## config.mk

```make
export PLATFORM = sky130hd
export DESIGN_NAME = axil_arb_2x1
export DESIGN_NICKNAME = d
export VERILOG_FILES = /design/src/rtl/axil_arb_pkg.sv /design/src/rtl/axil_rr_arb2.sv /design/src/rtl/axil_arb_2x1.sv
export SDC_FILE = /design/constraint.sdc
export NUM_CORES = 1
export LEC_CHECK = 0
export CORE_AREA = 4 4 138 140
export CTS_CLUSTER_SIZE = 12
export DETAILED_ROUTE_END_ITERATION = 12
export DIE_AREA = 0 0 142 144
export PLACE_DENSITY = 0.54
export SYNTH_ARGS = -nofsm -noshare
export SYNTH_HDL_FRONTEND = slang
export SYNTH_SLANG_ARGS = --single-unit
```

## constraint.sdc

```tcl
create_clock -name clk -period 1.3 [get_ports clk]
set_input_delay 0.13 -clock clk [delete_from_list [all_inputs] [get_ports clk]]
set_output_delay 0.13 -clock clk [all_outputs]
set_load 0.005 [all_outputs]
```

## src/rtl/axil_arb_pkg.sv

```systemverilog
// rtl/axil_arb_pkg.sv - shared FSM state types and AXI response codes for the 2x1 AXI-Lite arbiter
package axil_arb_pkg;

    typedef enum logic [1:0] {
        W_IDLE = 2'd0,
        W_ADDR = 2'd1,
        W_RESP = 2'd2
    } w_state_t;

    typedef enum logic [1:0] {
        R_IDLE = 2'd0,
        R_ADDR = 2'd1,
        R_RESP = 2'd2
    } r_state_t;

    localparam logic [1:0] RESP_OKAY   = 2'b00;
    localparam logic [1:0] RESP_EXOKAY = 2'b01;
    localparam logic [1:0] RESP_SLVERR = 2'b10;
    localparam logic [1:0] RESP_DECERR = 2'b11;

endpackage

```

## src/rtl/axil_rr_arb2.sv

```systemverilog
// rtl/axil_rr_arb2.sv - two-requester round-robin arbiter with registered grant
module axil_rr_arb2 (
    input  logic       clk,
    input  logic       rst,
    input  logic       en,
    input  logic [1:0] req,
    output logic       gnt
);

    // prio names the requester that wins a tie; it flips to the loser on every grant
    logic prio;
    logic pick;

    always_comb begin
        pick = req[prio] ? prio : ~prio;
    end

    always_ff @(posedge clk or posedge rst) begin
        if (rst) begin
            gnt  <= 1'b0;
            prio <= 1'b0;
        end else if (en && (|req)) begin
            gnt  <= pick;
            prio <= ~pick;
        end
    end

endmodule

```

## src/rtl/axil_arb_2x1.sv

```systemverilog
// rtl/axil_arb_2x1.sv - two-master to one-slave AXI-Lite arbiter with independent read/write paths
module axil_arb_2x1
    import axil_arb_pkg::*;
#(
    parameter int DATA_WIDTH = 32,
    parameter int ADDR_WIDTH = 16,
    parameter int STRB_WIDTH = DATA_WIDTH / 8
) (
    input  logic                  clk,
    input  logic                  rst,

    input  logic [ADDR_WIDTH-1:0] s0_axil_awaddr,
    input  logic [2:0]            s0_axil_awprot,
    input  logic                  s0_axil_awvalid,
    output logic                  s0_axil_awready,
    input  logic [DATA_WIDTH-1:0] s0_axil_wdata,
    input  logic [STRB_WIDTH-1:0] s0_axil_wstrb,
    input  logic                  s0_axil_wvalid,
    output logic                  s0_axil_wready,
    output logic [1:0]            s0_axil_bresp,
    output logic                  s0_axil_bvalid,
    input  logic                  s0_axil_bready,
    input  logic [ADDR_WIDTH-1:0] s0_axil_araddr,
    input  logic [2:0]            s0_axil_arprot,
    input  logic                  s0_axil_arvalid,
    output logic                  s0_axil_arready,
    output logic [DATA_WIDTH-1:0] s0_axil_rdata,
    output logic [1:0]            s0_axil_rresp,
    output logic                  s0_axil_rvalid,
    input  logic                  s0_axil_rready,

    input  logic [ADDR_WIDTH-1:0] s1_axil_awaddr,
    input  logic [2:0]            s1_axil_awprot,
    input  logic                  s1_axil_awvalid,
    output logic                  s1_axil_awready,
    input  logic [DATA_WIDTH-1:0] s1_axil_wdata,
    input  logic [STRB_WIDTH-1:0] s1_axil_wstrb,
    input  logic                  s1_axil_wvalid,
    output logic                  s1_axil_wready,
    output logic [1:0]            s1_axil_bresp,
    output logic                  s1_axil_bvalid,
    input  logic                  s1_axil_bready,
    input  logic [ADDR_WIDTH-1:0] s1_axil_araddr,
    input  logic [2:0]            s1_axil_arprot,
    input  logic                  s1_axil_arvalid,
    output logic                  s1_axil_arready,
    output logic [DATA_WIDTH-1:0] s1_axil_rdata,
    output logic [1:0]            s1_axil_rresp,
    output logic                  s1_axil_rvalid,
    input  logic                  s1_axil_rready,

    output logic [ADDR_WIDTH-1:0] m_axil_awaddr,
    output logic [2:0]            m_axil_awprot,
    output logic                  m_axil_awvalid,
    input  logic                  m_axil_awready,
    output logic [DATA_WIDTH-1:0] m_axil_wdata,
    output logic [STRB_WIDTH-1:0] m_axil_wstrb,
    output logic                  m_axil_wvalid,
    input  logic                  m_axil_wready,
    input  logic [1:0]            m_axil_bresp,
    input  logic                  m_axil_bvalid,
    output logic                  m_axil_bready,
    output logic [ADDR_WIDTH-1:0] m_axil_araddr,
    output logic [2:0]            m_axil_arprot,
    output logic                  m_axil_arvalid,
    input  logic                  m_axil_arready,
    input  logic [DATA_WIDTH-1:0] m_axil_rdata,
    input  logic [1:0]            m_axil_rresp,
    input  logic                  m_axil_rvalid,
    output logic                  m_axil_rready
);

    w_state_t   w_state, w_state_n;
    r_state_t   r_state, r_state_n;
    logic       aw_done, w_done, aw_done_n, w_done_n;
    logic       w_gnt, r_gnt;
    logic [1:0] w_req, r_req;
    logic       sel_awvalid, sel_wvalid, sel_bready, sel_arvalid, sel_rready;
    logic       w_awready, w_wready, w_bvalid, r_arready, r_rvalid;
    logic       aw_hs, w_hs;

    assign w_req = {s1_axil_awvalid & s1_axil_wvalid, s0_axil_awvalid & s0_axil_wvalid};
    assign r_req = {s1_axil_arvalid, s0_axil_arvalid};

    axil_rr_arb2 u_w_arb (.clk(clk), .rst(rst), .en(w_state == W_IDLE), .req(w_req), .gnt(w_gnt));
    axil_rr_arb2 u_r_arb (.clk(clk), .rst(rst), .en(r_state == R_IDLE), .req(r_req), .gnt(r_gnt));

    assign sel_awvalid = w_gnt ? s1_axil_awvalid : s0_axil_awvalid;
    assign sel_wvalid  = w_gnt ? s1_axil_wvalid  : s0_axil_wvalid;
    assign sel_bready  = w_gnt ? s1_axil_bready  : s0_axil_bready;
    assign sel_arvalid = r_gnt ? s1_axil_arvalid : s0_axil_arvalid;
    assign sel_rready  = r_gnt ? s1_axil_rready  : s0_axil_rready;

    assign m_axil_awaddr = w_gnt ? s1_axil_awaddr : s0_axil_awaddr;
    assign m_axil_awprot = w_gnt ? s1_axil_awprot : s0_axil_awprot;
    assign m_axil_wdata  = w_gnt ? s1_axil_wdata  : s0_axil_wdata;
    assign m_axil_wstrb  = w_gnt ? s1_axil_wstrb  : s0_axil_wstrb;
    assign m_axil_araddr = r_gnt ? s1_axil_araddr : s0_axil_araddr;
    assign m_axil_arprot = r_gnt ? s1_axil_arprot : s0_axil_arprot;

    always_ff @(posedge clk or posedge rst) begin
        if (rst) begin
            w_state <= W_IDLE;
            r_state <= R_IDLE;
            aw_done <= 1'b0;
            w_done  <= 1'b0;
        end else begin
            w_state <= w_state_n;
            r_state <= r_state_n;
            aw_done <= aw_done_n;
            w_done  <= w_done_n;
        end
    end

    // AW and W complete independently; each channel's valid is masked once it has handshaken
    always_comb begin
        w_state_n      = w_state;
        aw_done_n      = aw_done;
        w_done_n       = w_done;
        m_axil_awvalid = 1'b0;
        m_axil_wvalid  = 1'b0;
        m_axil_bready  = 1'b0;
        w_awready      = 1'b0;
        w_wready       = 1'b0;
        w_bvalid       = 1'b0;
        aw_hs          = 1'b0;
        w_hs           = 1'b0;
        case (w_state)
            W_IDLE: begin
                if (|w_req) w_state_n = W_ADDR;
            end
            W_ADDR: begin
                m_axil_awvalid = sel_awvalid & ~aw_done;
                m_axil_wvalid  = sel_wvalid & ~w_done;
                w_awready      = m_axil_awready & ~aw_done;
                w_wready       = m_axil_wready & ~w_done;
                aw_hs          = sel_awvalid & ~aw_done & m_axil_awready;
                w_hs           = sel_wvalid & ~w_done & m_axil_wready;
                aw_done_n      = aw_done | aw_hs;
                w_done_n       = w_done | w_hs;
                if (aw_done_n && w_done_n) begin
                    w_state_n = W_RESP;
                    aw_done_n = 1'b0;
                    w_done_n  = 1'b0;
                end
            end
            W_RESP: begin
                w_bvalid      = m_axil_bvalid;
                m_axil_bready = sel_bready;
                if (m_axil_bvalid && sel_bready) w_state_n = W_IDLE;
            end
            default: w_state_n = W_IDLE;
        endcase
    end

    always_comb begin
        r_state_n      = r_state;
        m_axil_arvalid = 1'b0;
        m_axil_rready  = 1'b0;
        r_arready      = 1'b0;
        r_rvalid       = 1'b0;
        case (r_state)
            R_IDLE: begin
                if (|r_req) r_state_n = R_ADDR;
            end
            R_ADDR: begin
                m_axil_arvalid = sel_arvalid;
                r_arready      = m_axil_arready;
                if (sel_arvalid && m_axil_arready) r_state_n = R_RESP;
            end
            R_RESP: begin
                r_rvalid      = m_axil_rvalid;
                m_axil_rready = sel_rready;
                if (m_axil_rvalid && sel_rready) r_state_n = R_IDLE;
            end
            default: r_state_n = R_IDLE;
        endcase
    end

    assign s0_axil_awready = w_awready & ~w_gnt;
    assign s1_axil_awready = w_awready &  w_gnt;
    assign s0_axil_wready  = w_wready  & ~w_gnt;
    assign s1_axil_wready  = w_wready  &  w_gnt;
    assign s0_axil_bvalid  = w_bvalid  & ~w_gnt;
    assign s1_axil_bvalid  = w_bvalid  &  w_gnt;
    assign s0_axil_arready = r_arready & ~r_gnt;
    assign s1_axil_arready = r_arready &  r_gnt;
    assign s0_axil_rvalid  = r_rvalid  & ~r_gnt;
    assign s1_axil_rvalid  = r_rvalid  &  r_gnt;

    // Response payloads fan out to both masters; only the valid is steered
    assign s0_axil_bresp = m_axil_bresp;
    assign s1_axil_bresp = m_axil_bresp;
    assign s0_axil_rresp = m_axil_rresp;
    assign s1_axil_rresp = m_axil_rresp;
    assign s0_axil_rdata = m_axil_rdata;
    assign s1_axil_rdata = m_axil_rdata;

endmodule
```

# Word-level counts from Yosys, hierarchy flattened
# Index checks and enable logic that the tools add are counted.
# op_classes
eq_ne	10
order_cmp	2
n_reduce_logical	12
bitwise_logic	28
muxes	37
# ops
cell	n
$mux 16	2
$mux 32	1
$mux 1	23
$and 1x1->1	18
$mux 2	6
$ne 2x2->1 const B	6
$pmux 2 s3	2
$not 1->1	8
$logic_and 1x1->1	6
$mux 3	2
$reduce_and 3->1	2
$eq 2x1->1 const B	2
$eq 2x2->1 const B	2
$logic_not 2->1	2
$lt 1x2->1 const B	2
$mux 4	1
$reduce_or 2->1	2
$or 1x1->1	2
# totals
input_bits	201
reg_bits	10
output_inout_bits	161
elab_cells	97

# Depth between registers and ports, before layout
# logic_depth
depth_word	7
depth_mapped	4
ltp_nobuf	3

# Modules after synthesis
# Synthesis repeated with hierarchy kept, for this count alone.
# unflattened
hier_cells	231
hier_area_um2	2089.5
# by_module_without_submodules
module	n_inst	seq_area_each_um2	area_per_inst_um2	cells_per_inst
axil_arb_2x1	1	150.1	1929.4	215
axil_rr_arb2	2	50.0	80.1	8

# Worst setup path before layout
# No wires, ideal clock.
# synth_path
path_kind	flip-flop to flip-flop
from	register u_r_arb.gnt
to	register r_state[1]
path_stages_with_launch	5
required_time_ns	1.175
t_arrival_ns	1.224
path_slack_ns	-0.048
path_buffers	1
setup_ns	0.125
synth_period_minus_slack_ns	1.348
cell_sequence	dfrtp_1 buf_2 mux2_2 and3_1 mux2_2
# synth_via
elab_chain_cells	4
elab_cells_between_ends	7
cone_classes	eq/ne (2); mux (2); reduce/logical (3)
# synth_rtl
item	line_no	text
start: declaration	axil_rr_arb2.sv:7	output logic gnt
start signal: assignment	axil_rr_arb2.sv:23	gnt <= pick;
$mux 1, on equally long branches	axil_arb_2x1.sv:92, axil_arb_2x1.sv:91	
$logic_and 1x1->1, on equally long branches	axil_arb_2x1.sv:174, axil_arb_2x1.sv:169	
$ne 2x2->1 (no line)	-	
$reduce_and 3->1 (no line) *	-	
end signal: assignment	axil_arb_2x1.sv:109	r_state <= r_state_n;
end: declaration	axil_arb_2x1.sv:74	r_state_t r_state, r_state_n;
# Mark *: on every way between the ends. The rest lies on a longest branch, timed or not.
# A chain may end at the register's enable or synchronous reset.

# Final worst setup path
# layout_path
from	register u_w_arb.gnt
to	register w_state[1]
# layout_via
elab_chain_cells	7
elab_cells_between_ends	14
cone_classes	eq/ne (2); mux (3); bitwise (6); reduce/logical (3)
# layout_rtl
item	line_no	text
start: declaration	axil_rr_arb2.sv:7	
start signal: assignment	axil_rr_arb2.sv:23	
$mux 1, on equally long branches	axil_arb_2x1.sv:88, axil_arb_2x1.sv:89	
$and 1x1->1, on equally long branches (2 in series)	axil_arb_2x1.sv:137, axil_arb_2x1.sv:138	
$or 1x1->1, on equally long branches	axil_arb_2x1.sv:139, axil_arb_2x1.sv:140	
$logic_and 1x1->1	axil_arb_2x1.sv:141	if (aw_done_n && w_done_n) begin
$ne 2x2->1 (no line)	-	
$reduce_and 3->1 (no line) *	-	
end signal: assignment	axil_arb_2x1.sv:108	w_state <= w_state_n;
end: declaration	axil_arb_2x1.sv:73	w_state_t w_state, w_state_n;
# Marked as above.

==> metrics.txt <==
outcome finished, violations left; failing checks setup timing; Synth Instances 227; slowest stage cell on the critical path dfrtp_4; design area 5080 µm²; layout cells sized above 1 55.1%; # rows 49; first-pass iteration count of the detailed router 4; die height 144 µm; antenna fix cells 0; r2r worst-path depth 5; startpoint types flip-flop; reg2reg setup slack -0.34 ns; Setup TNS -20.55 ns; Setup Crit Path Kind flip-flop to flip-flop; Hold WC Path Type input pin to async pin; Worst Tran Pin Value 0.449 ns; Routed Antenna Nets 0; Max FO, Critical Path 7; routing usage on met2 20.2%; Ys Warns 0; Slew headroom between 70% and 80%; gr usage total 10.6%; Layout Nets 656; PortBufs 253; Clock Tree Buf Depth 2; Post-Place Cell Area 4520 µm²; Finished Layout Cells 683; vias per cell 3.70; routed vias roughly 2500; Synth top area share roughly 42%; initial core utilization 11.6%; Max rail drop VDD 872 µV; Final Skew 0.000163 ns; worst endpoint data arrival time 1.75 ns; Final Cycle Share 126%; CTS tree built; Synth cell types 25; DP Wirelength 10000 µm; CTS Buf Count 3; met3 Resource Use GR 3.34%; Worst Slack Setup Final -0.336 ns; Clock Sinks 10; clock-pin slew on the worst setup and hold paths 0.04 ns; Setup crit end kind flip-flop; Final Hold Viols 0; Max Freq between 0.6 and 0.7 GHz; met1 Resource Use GR 11.6%; Die Area 20400 µm²; Net Count, Synth roughly 430; final WL 12200 µm; GRT busiest layer met2; Seq/Total Area, Yosys approximately an eighth; Setup violations, final 94; 1st-iter DRT viols 31; routability cong. between 0.8 and 0.9; reg2reg start u_w_arb.gnt$_DFFE_PP0P_; Syn Area/Cell around 9.1 µm²; clk_lat worst skew 0.23 ns; global-route wire length before repair 16700 µm; htree depth 1; largest cells by area after synthesis mux2_2 (42%), buf_4 (26%), dfrtp_1 (12%); fin crit period 1.64 ns; vias in the first global route 2910; Area Overhead vs Synth 145%; Hold Slack a little over 0.2 ns; worst-path cell chain buf_12 -> mux2_4 -> buf_6 -> a21o_1 -> a32o_1; max-cap violations 0; core area around 18000 µm²; PwrDens 1580 nW/µm²; antenna violations before repair 0; Top-Level Pins 362; Avg WL per Cell 17.8 µm; pin count of the biggest net entering global routing 13; # DRC 0; CP peak stage delay about 0.48 ns; gr ovfl total 0; Yosys top cell by area mux2_2; Hold-fix buffers, CTS 0; Pleak roughly 2.2 nW; worst r2r dst w_state[1]$_DFFE_PP0P_; Die Wd 142 µm; Clock Tree Root clkbuf_16; register bit total from synthesis 10; RSZ-0062 raised after global routing yes; placed cells approximately 650; Final Max Slew Viols 0; required time of the critical path 1.41 ns; power consumption around 0.008 W; Post-Syn Area roughly 2100 µm²
[layout make-up]
| cell class | instances | area [µm²] |
|---|---|---|
| Fill cell | 1862 | 12800 |
| Clock buffer | 4 | 88.8 |
| Tap cell | 229 | 287 |
| Multi-Input combinational cell | 134 | 1420 |
| Inverter | 1 | 3.75 |
| Timing Repair Buffer | 305 | 3020 |
| Sequential cell | 10 | 255 |
[where the power goes]
part	leakage [nW]	internal, W	switching (W)	total [W]
sequential	0.118	0.000478	0.000168	0.000646
combinational	2.00	0.00445	0.00230	0.00675
clock	0.0442	0.000462	0.000139	0.000601
total	2.16	0.00539	0.00261	0.00800
[worst max-delay path by stage]
stage / endpoint / depth (start not counted) / start
after floorplan: w_state[1]$_DFFE_PP0P_ / 4 / u_w_arb.gnt$_DFFE_PP0P_
after global placement: s1_axil_awready / 4 / w_state[1]$_DFFE_PP0P_
after detailed placement: m_axil_wdata[25] / 3 / u_w_arb.gnt$_DFFE_PP0P_
after CTS: m_axil_awaddr[2] / 5 / u_w_arb.gnt$_DFFE_PP0P_
after global routing: w_state[1]$_DFFE_PP0P_ / 5 / u_w_arb.gnt$_DFFE_PP0P_
final: w_state[1]$_DFFE_PP0P_ / 5 / u_w_arb.gnt$_DFFE_PP0P_
[registers in the layout (all words and copies together), names as in the netlist]
signal,flops
u_r_arb.gnt,1
aw_done,1
u_w_arb.gnt,1
u_r_arb.prio,1
w_state,2
u_w_arb.prio,1
r_state,2
w_done,1
[routing by layer]
metal  share of wire, %  wire length (µm)
met5                  0                 0
met4               0.99               121
met1                 37              4500
met3                9.3              1130
met2                 53              6420
[worst max-delay path, delay by kind of cell, from the launching register on]
kind                   cells  cell delay, ns
buffers and inverters      2            0.28
AOI/OAI and AO/OA          2            0.41
muxes                      1            0.33
DFF                        1            0.48
[cells in the mapped netlist (all sizes together)]
cell type,number
a2bb2oi,1
a21oi,6
nor3,3
nor2b,5
inv,1
a21o,2
nor2,8
nor3b,4
nor4bb,1
a31oi,2
nand2b,1
nand3,1
a311oi,1
dfrtp,10
and2,4
and3,6
nand2,7
buf,82
mux2i,1
a32o,1
mux2,79
a221oi,1
[kinds of logic (layout without fill, tap and decap cells)]
family	after synthesis	in the layout	share of synthesized area (%)
flops	10	10	12.1
compound gates	14	14	4.83
mux	80	80	43.6
buf+inv	83	310	29.0
simple gates	40	40	10.5
[repair_timing]
action,in CTS,in global routing
pin swaps,14,4
gates resized for setup,443,46
setup endpoints to repair,94,97
setup buffers,24,3
gates cloned,4,1
[cell usage in the layout (no fill, tap or decap), drive strengths merged]
master / synthesis / final
nand3: 1 / 1
a221oi: 1 / 1
clkdlybuf4s50: 0 / 164
a31oi: 2 / 2
nor2b: 5 / 5
mux2i: 1 / 1
dfrtp: 10 / 10
nand2: 7 / 7
nand2b: 1 / 1
and3: 6 / 6
mux2: 79 / 79
and2: 4 / 4
buf: 82 / 134
inv: 1 / 1
nor4bb: 1 / 1
clkbuf: 0 / 11
a21o: 2 / 2
a311oi: 1 / 1
nor3b: 4 / 4
nor2: 8 / 8
a2bb2oi: 1 / 1
nor3: 3 / 3
a21oi: 6 / 6
a32o: 1 / 1
[through the flow]
stage / setup WS [ns] / utilization [%]
floorplan: -0.0124 / -
global placement: -0.373 / 25.3
detailed placement: -0.370 / 25.3
CTS: -0.377 / 27.7
global route: -0.374 / 28.5
finish: -0.336 / 28.5
(Power assumes the default switching activity.)
